==> src/rtl/logic_unit_arbiter.sv <==
// logic_unit_arbiter: two requesters share one bitwise logic unit through a
// round-robin arbiter; results land in a single registered output stage
// with requester ID, zero flag and valid/ready backpressure.
module logic_unit_arbiter #(
    parameter int unsigned WIDTH = 32,
    parameter int unsigned CNT_W = 16
) (
    input  logic             clk,
    input  logic             rst_n,
    input  logic             req0_valid,
    input  logic [2:0]       req0_op,
    input  logic [WIDTH-1:0] req0_a,
    input  logic [WIDTH-1:0] req0_b,
    output logic             req0_ready,
    input  logic             req1_valid,
    input  logic [2:0]       req1_op,
    input  logic [WIDTH-1:0] req1_a,
    input  logic [WIDTH-1:0] req1_b,
    output logic             req1_ready,
    output logic             out_valid,
    output logic [WIDTH-1:0] out_data,
    output logic             out_id,
    output logic             out_zero,
    input  logic             out_ready,
    output logic [CNT_W-1:0] op_count
);

    typedef enum logic {ST_EMPTY, ST_FULL} state_t;

    state_t             state_q, state_d;
    logic               rr_last_q, rr_last_d;
    logic [WIDTH-1:0]   data_q, data_d;
    logic               id_q, id_d;
    logic               zero_q, zero_d;
    logic [CNT_W-1:0]   cnt_q, cnt_d;

    logic               can_accept;
    logic               gnt0, gnt1;
    logic               xfer0, xfer1, xfer;
    logic [2:0]         sel_op;
    logic [WIDTH-1:0]   sel_a, sel_b, result;

    function automatic logic [WIDTH-1:0] logic_op(input logic [2:0] op,
                                                  input logic [WIDTH-1:0] a,
                                                  input logic [WIDTH-1:0] b);
        case (op)
            3'b000:  return a & b;
            3'b001:  return a | b;
            3'b010:  return a ^ b;
            3'b011:  return ~(a & b);
            3'b100:  return ~(a | b);
            3'b101:  return ~(a ^ b);
            3'b110:  return ~a;
            default: return (~a) + WIDTH'(1);
        endcase
    endfunction

    // Arbitration and handshake: rr_last_q holds the last granted requester,
    // so on contention the other one wins.
    always_comb begin
        can_accept = (state_q == ST_EMPTY) || out_ready;
        gnt0       = req0_valid && (!req1_valid || rr_last_q);
        gnt1       = req1_valid && (!req0_valid || !rr_last_q);
        req0_ready = rst_n && gnt0 && can_accept;
        req1_ready = rst_n && gnt1 && can_accept;
        xfer0      = req0_valid && req0_ready;
        xfer1      = req1_valid && req1_ready;
        xfer       = xfer0 || xfer1;
        sel_op     = xfer1 ? req1_op : req0_op;
        sel_a      = xfer1 ? req1_a  : req0_a;
        sel_b      = xfer1 ? req1_b  : req0_b;
        result     = logic_op(sel_op, sel_a, sel_b);
    end

    // State register: output stage, RR pointer and counter.
    always_ff @(posedge clk) begin
        if (!rst_n) begin
            state_q   <= ST_EMPTY;
            rr_last_q <= 1'b1;
            data_q    <= '0;
            id_q      <= 1'b0;
            zero_q    <= 1'b0;
            cnt_q     <= '0;
        end else begin
            state_q   <= state_d;
            rr_last_q <= rr_last_d;
            data_q    <= data_d;
            id_q      <= id_d;
            zero_q    <= zero_d;
            cnt_q     <= cnt_d;
        end
    end

    // Next-state logic for the EMPTY/FULL output stage.
    always_comb begin
        state_d = state_q;
        if (xfer) begin
            state_d = ST_FULL;
        end else if (state_q == ST_FULL && out_ready) begin
            state_d = ST_EMPTY;
        end
    end

    // Datapath updates: load result on transfer; otherwise hold (data kept when draining).
    always_comb begin
        rr_last_d = rr_last_q;
        data_d    = data_q;
        id_d      = id_q;
        zero_d    = zero_q;
        cnt_d     = cnt_q;
        if (xfer) begin
            rr_last_d = xfer1;
            data_d    = result;
            id_d      = xfer1;
            zero_d    = (result == '0);
            cnt_d     = cnt_q + CNT_W'(1);
        end
    end

    // Output drive from registered state.
    always_comb begin
        out_valid = (state_q == ST_FULL);
        out_data  = data_q;
        out_id    = id_q;
        out_zero  = zero_q;
        op_count  = cnt_q;
    end

endmodule

==> config.mk <==
export PLATFORM = sky130hd
export DESIGN_NAME = logic_unit_arbiter
export DESIGN_NICKNAME = d
export VERILOG_FILES = /design/src/rtl/logic_unit_arbiter.sv
export SDC_FILE = /design/constraint.sdc
export NUM_CORES = 1
export LEC_CHECK = 0
export ABC_AREA = 1
export CAP_MARGIN = 20
export CORE_UTILIZATION = 25
export DETAILED_ROUTE_END_ITERATION = 6
export MAX_ROUTING_LAYER = met4
export PLACE_DENSITY = 0.58
export SYNTH_ARGS = -nofsm -noshare
export SYNTH_HDL_FRONTEND = slang
export SYNTH_SLANG_ARGS = --single-unit
==> constraint.sdc <==
create_clock -name clk -period 2.9 [get_ports clk]
set_input_delay 0.29 -clock clk [delete_from_list [all_inputs] [get_ports clk]]
set_output_delay 0.29 -clock clk [all_outputs]
set_load 0.005 [all_outputs]
==> Yosys cells after proc, flatten, opt, wreduce, memory -nomap -nowiden <==
Index checks and enable logic that the tools add are counted.
{ "totals": {"in_bits": 139, "regBits": 52, "wordCells": 47} }
{ "classes": {"bitwise": 8, "eq_ne": 6, "n_addsub": 2, "mux": 6, "reduce_logical": 19} }
{ "ops": {"columns": ["op", "count"], "rows": [
  ["case mux 32 bit (7 select lines)", 1],
  ["NOT 32 bit", 4],
  ["two-way mux 32 bit", 2],
  ["adder 32 x 1 -> 32 bit (second input constant)", 1],
  ["AND 32 bit", 1],
  ["logical NOT 32 bit", 1],
  ["bitwise OR 32 bit", 1],
  ["bitwise XOR 32 bit", 1],
  ["adder 16 x 1 -> 16 bit (second input constant)", 1],
  ["equality test 3 bit (second input constant)", 3],
  ["logical AND 1 bit", 9],
  ["equality test 3 x 2 -> 1 bit (second input constant)", 2],
  ["logical OR 1 bit", 4],
  ["equality test 3 x 1 -> 1 bit (second input constant)", 1],
  ["logical NOT 1 bit", 3],
  ["logical NOT 3 bit", 1],
  ["two-way mux 3 bit", 1],
  ["two-way mux 1 bit", 2],
  ["nonzero test 2 bit", 1],
  ["NOT 1 bit", 1]
]} }

==> Longest topological paths before layout <==
Gate-level depths: netlist of run 1.
{ "logic_depth": {"depth_word": 11, "depth_mapped": 23, "depth_no_buf": 19} }

==> Least setup slack after synthesis of run 1 <==
OpenSTA, ideal clock, no wires.
{ "synth_path": {"kind": "register to register", "start": "register state_q (netlist: out_valid)", "end": "register zero_q (netlist: out_zero)", "required_ps": 2830, "n_path_buf": 4, "setup_ps": 70, "stages_incl_launch_ff": 22, "slack_ps": 354, "synth_period_minus_slack_ps": 2546, "arrival_ps": 2476, "cell_sequence": "dfxtp_1 > nand2_4 > nand3_2 > buf_6 > buf_6 > buf_6 > buf_2 > nand2_1 > o21ai_1 > inv_1 > ha_1 > inv_1 > nor2_1 > nor3_1 > nand2_1 > nor2_1 > nand2_1 > nor2_1 > nand2_1 > nor2_1 > nand3_1 > a21oi_1"} }
{ "synth_via": {"elab_chain_len": 9} }
{ "synth_rtl": {"columns": ["item", "line", "source"], "rows": [
  ["start, declared", "30", "state_t state_q, state_d;"],
  ["start signal, assigned", "85", "state_q <= state_d;"],
  ["NOT 1 bit *", "61", "can_accept = (state_q == ST_EMPTY) || out_ready;"],
  ["logical OR 1 bit *", "61", null],
  ["logical AND 1 bit", "65", "req1_ready = rst_n && gnt1 && can_accept;"],
  ["logical AND 1 bit", "67", "xfer1 = req1_valid && req1_ready;"],
  ["two-way mux 32 bit (on tied branches)", "70, 71", null],
  ["NOT 32 bit, or another cell as far along", "53, 54", null],
  ["adder 32 x 1 -> 32 bit, or another cell as far along", "54", "default: return (~a) + WIDTH'(1);"],
  ["case mux 32 bit (7 select lines)", "46", "case (op)"],
  ["logical NOT 32 bit", "115", "zero_d = (result == '0);"],
  ["end signal, assigned", "89", "zero_q <= zero_d;"],
  ["end, declared", "34", "logic zero_q, zero_d;"]
]} }
Every way passes the cells marked *; elsewhere a longest branch is shown, timed or not.
A chain may end at the register's enable or synchronous reset.

==> Worst setup path in the final report of run 1 <==
Same ends and word-level chain as after synthesis.

==> flow_metrics.py, run 1 <==
metrics = {
    "sta": {
        "fmax_mhz": 362,
        "finalCriticalPeriod_ns": 2.76,
        "timing.final.ws_setup_ns": 0.141,
        "slew_headroom_pct": 68.8,
        "worst_slew_pin_slew_ns": 0.464,
        "setup_viol_count_final": 0,
        "min_period_over_period_pct": 95.1,
        "hold_viol_final": 0,
        "maxSlewViolCount": 0,
        "fin_skew_ns": 0.00819,
    },
    "detailed_routing": {
        "avgRoutedWirePerCell_um": 15.9,
        "drtIter0Drc": 645,
        "first_pass_iters": 7,
        "highest_layer": "met4",
        "wl_met1_um": 13800,
        "num_vias": 9452,
        "drt_wl_total_um": 31400,
        "drtAntennaViolNets": 0,
        "wl_met2_um": 14900,
        "viasPerCell": 4.78,
        "drc": 0,
        "wl_met3_um": 1670,
    },
    "synthesis": {
        "syn_area_mm2": 0.00684,
        "synth_warnings": 0,
        "synth_cell_types": 40,
        "synth.top_cells.by_area": "nand2_1 20%, dfxtp_1 15%, nor2_1 9.9%",
        "syn_area_per_cell_um2": 5.43,
        "synth_seq_cells": 52,
        "syn_nets": 1432,
        "synth_top_cell_by_area": "nand2_1",
        "syn_inst": 1260,
        "yosysSeqAreaShare_pct": 15.2,
        "synth_top_area_share_pct": 20.3,
    },
    "clocking": {
        "cts_sinks": 52,
        "htree_levels": 2,
        "numCtsBuffers": 5,
        "cts_tree": "built",
        "cts-root-buf": "clkbuf_16",
        "cts_max_path_buffers": 2,
        "clk_pin_slew_worst_paths_ns": 0.08,
        "ctsHoldBuffers": 0,
        "clock_latency_ns": 0.30,
    },
    "finish": {
        "final_common_cell": "nand2_1",
        "antenna_cells": 0,
        "final_cell_mix": "354 x nand2_1, 205 x buf_4, 187 x clkdlybuf4s50_1, 174 x inv_1, 166 x nor2_1",
        "syn_to_final_growth_pct": 65.9,
        "finalNetCount": 1806,
        "stdcell_area_mm2": 0.0113,
        "instances_no_fill": 1976,
        "drive_gt1_share_pct": 22.0,
    },
    "placement": {
        "dpl.cell_count": 1944,
        "place_ws_ns": -0.524,
        "postPlaceCellArea_mm2": 0.0106,
        "dp_hpwl_um": 25600,
        "gp_congestion": 0.948,
        "port_buffers": 191,
    },
    "grt": {
        "grt_max_degree": 47,
        "grt_pass1_wl_um": 49300,
        "grt_pass1_vias": 9237,
        "grt_usage_pct": 23.1,
        "grt.overflow.total": 0,
        "antenna_found_initial": 0,
    },
    "floorplan": {
        "design.core.area_mm2": 0.0269,
        "die_area_mm2": 0.0280,
        "die_x_um": 167,
        "die_h_um": 167,
        "fp-row-count": 60,
        "initial_core_util_pct": 25.4,
        "boundaryPins": 192,
    },
    "power": {
        "finalPower_mw": 3.41,
        "peakVddDrop_v": 0.000194,
        "p_per_area_mw_per_mm2": 301,
        "p_leak_nw": 5.66,
    },
    "setup_path": {
        "critical_path.max_fanout": 7,
        "cp.required_ns": 3.14,
        "critPathKind": "flip-flop to flip-flop",
        "crit_path_start_kind": "flip-flop",
        "end_kind": "flip-flop",
        "critical_path_arrival_ns": 3.00,
    },
    "job": {
        "maxCapViolCount": 0,
    },
    "outcome": {
        "outcome": "completed",
    },
    "worst_hold_path": {
        "hold_path.class": "flip-flop to flip-flop",
    },
}
[per-stage QoR]
stage               hold slack (ns)  util (%)  TNS, ns
floorplan                     0.446         -        0
global placement              0.436      39.5    -3.91
detailed placement            0.445      39.5    -4.78
CTS                           0.457      41.4        0
global route                  0.478      42.2  -0.0197
finish                        0.450      42.2        0
[flip-flops by register name, summed over array words and instances (netlist names)]
| name | flops |
|---|---|
| out_data | 32 |
| op_count | 16 |
| out_id | 1 |
| out_valid | 1 |
| out_zero | 1 |
| rr_last_q | 1 |
[cell type report]
class                   instances  area (um^2)
repair buffers                425         4010
clock buffers                   5          125
inverters                     180          678
fillers                      2857        15500
flip-flops and latches         52         1050
clock inverters                 3         22.5
multi-input cells             970         5040
well taps                     341          427
[cells by family after synthesis]
| group | count (synthesis) | share of synthesized area (%) |
|---|---|---|
| simple gates | 727 | 45.9 |
| mux | 2 | 0.293 |
| xor+xnor | 1 | 0.128 |
| flops | 52 | 15.2 |
| buf+inv | 238 | 14.7 |
| compound gates | 207 | 17.7 |
| fa+ha+maj | 33 | 6.04 |
[where the power goes]
| part | total (mW) | internal, mW | switching [mW] | leakage (nW) |
|---|---|---|---|---|
| clock network | 0.618 | 0.324 | 0.294 | 0.0742 |
| registers | 0.804 | 0.771 | 0.0335 | 0.427 |
| logic | 1.99 | 0.982 | 1.01 | 5.16 |
[path summary, 6_finish.rpt]
| check | from | to | slack, ns | cells past startpoint |
|---|---|---|---|---|
| worst max register to register | out_valid | out_zero | 0.14 | 21 |
| worst min register to register | op_count[15] | op_count[15] | 0.45 | 1 |
| worst min-delay path | op_count[15] | op_count[15] | 0.45 | 1 |
| worst max-delay path | out_valid | out_zero | 0.14 | 21 |
[worst max-delay path, cell delays in order (launching register included)]
cell     delay [ns]
dfxtp_4        0.36
nand2_4        0.07
nand3_4        0.11
buf_12         0.16
inv_2          0.05
buf_6          0.12
buf_4          0.14
nand2_4        0.06
nand2_4        0.06
buf_12         0.13
nand3_4        0.09
buf_4          0.19
nor2_1         0.06
nor2_1         0.10
nand3_1        0.07
nor2_1         0.09
nand2_1        0.13
nor3_4         0.23
nand2_1        0.11
nor2_2         0.14
nand3_1        0.08
a21oi_1        0.13
[layer usage]
metal  vias to the layer above  global-route usage (%)
li1                       4798                       -
met1                      4289                    28.4
met2                       302                    39.3
met3                        63                    2.58
met4                         0                    7.26
met5                         -                       -
[timing repair]
action	in CTS	in global routing
setup buffers	17	6
setup endpoints to repair	2	9
cloned	3	0
gates resized for setup	37	59
pin swaps	13	18
[cell usage after synthesis (all sizes together)]
library cell and number:
a21oi 43, a221oi 1, a31oi 1, buf 37
clkbuf 21, dfxtp 52, ha 33, inv 180
mux2i 2, nand2 397, nand3 44, nand3b 1
nand4 54, nor2 193, nor3 16, nor3b 1
nor4 1, o2111ai 2, o211ai 28, o21a 4
o21ai 110, o21bai 13, o221a 1, o221ai 2
o22ai 2, or2 20, xor2 1
Power figures use the tool's default switching activity.
==> run 2: changes to the inputs <==
--- a/config.mk
+++ b/config.mk
@@ -11,6 +11,7 @@
 export DETAILED_ROUTE_END_ITERATION = 6
 export MAX_ROUTING_LAYER = met4
 export PLACE_DENSITY = 0.58
+export SLEW_MARGIN = 20
 export SYNTH_ARGS = -nofsm -noshare
 export SYNTH_HDL_FRONTEND = slang
 export SYNTH_SLANG_ARGS = --single-unit
==> results of run 2 <==
Same layout as run 1: the final DEF is identical, and so are final timing and power.
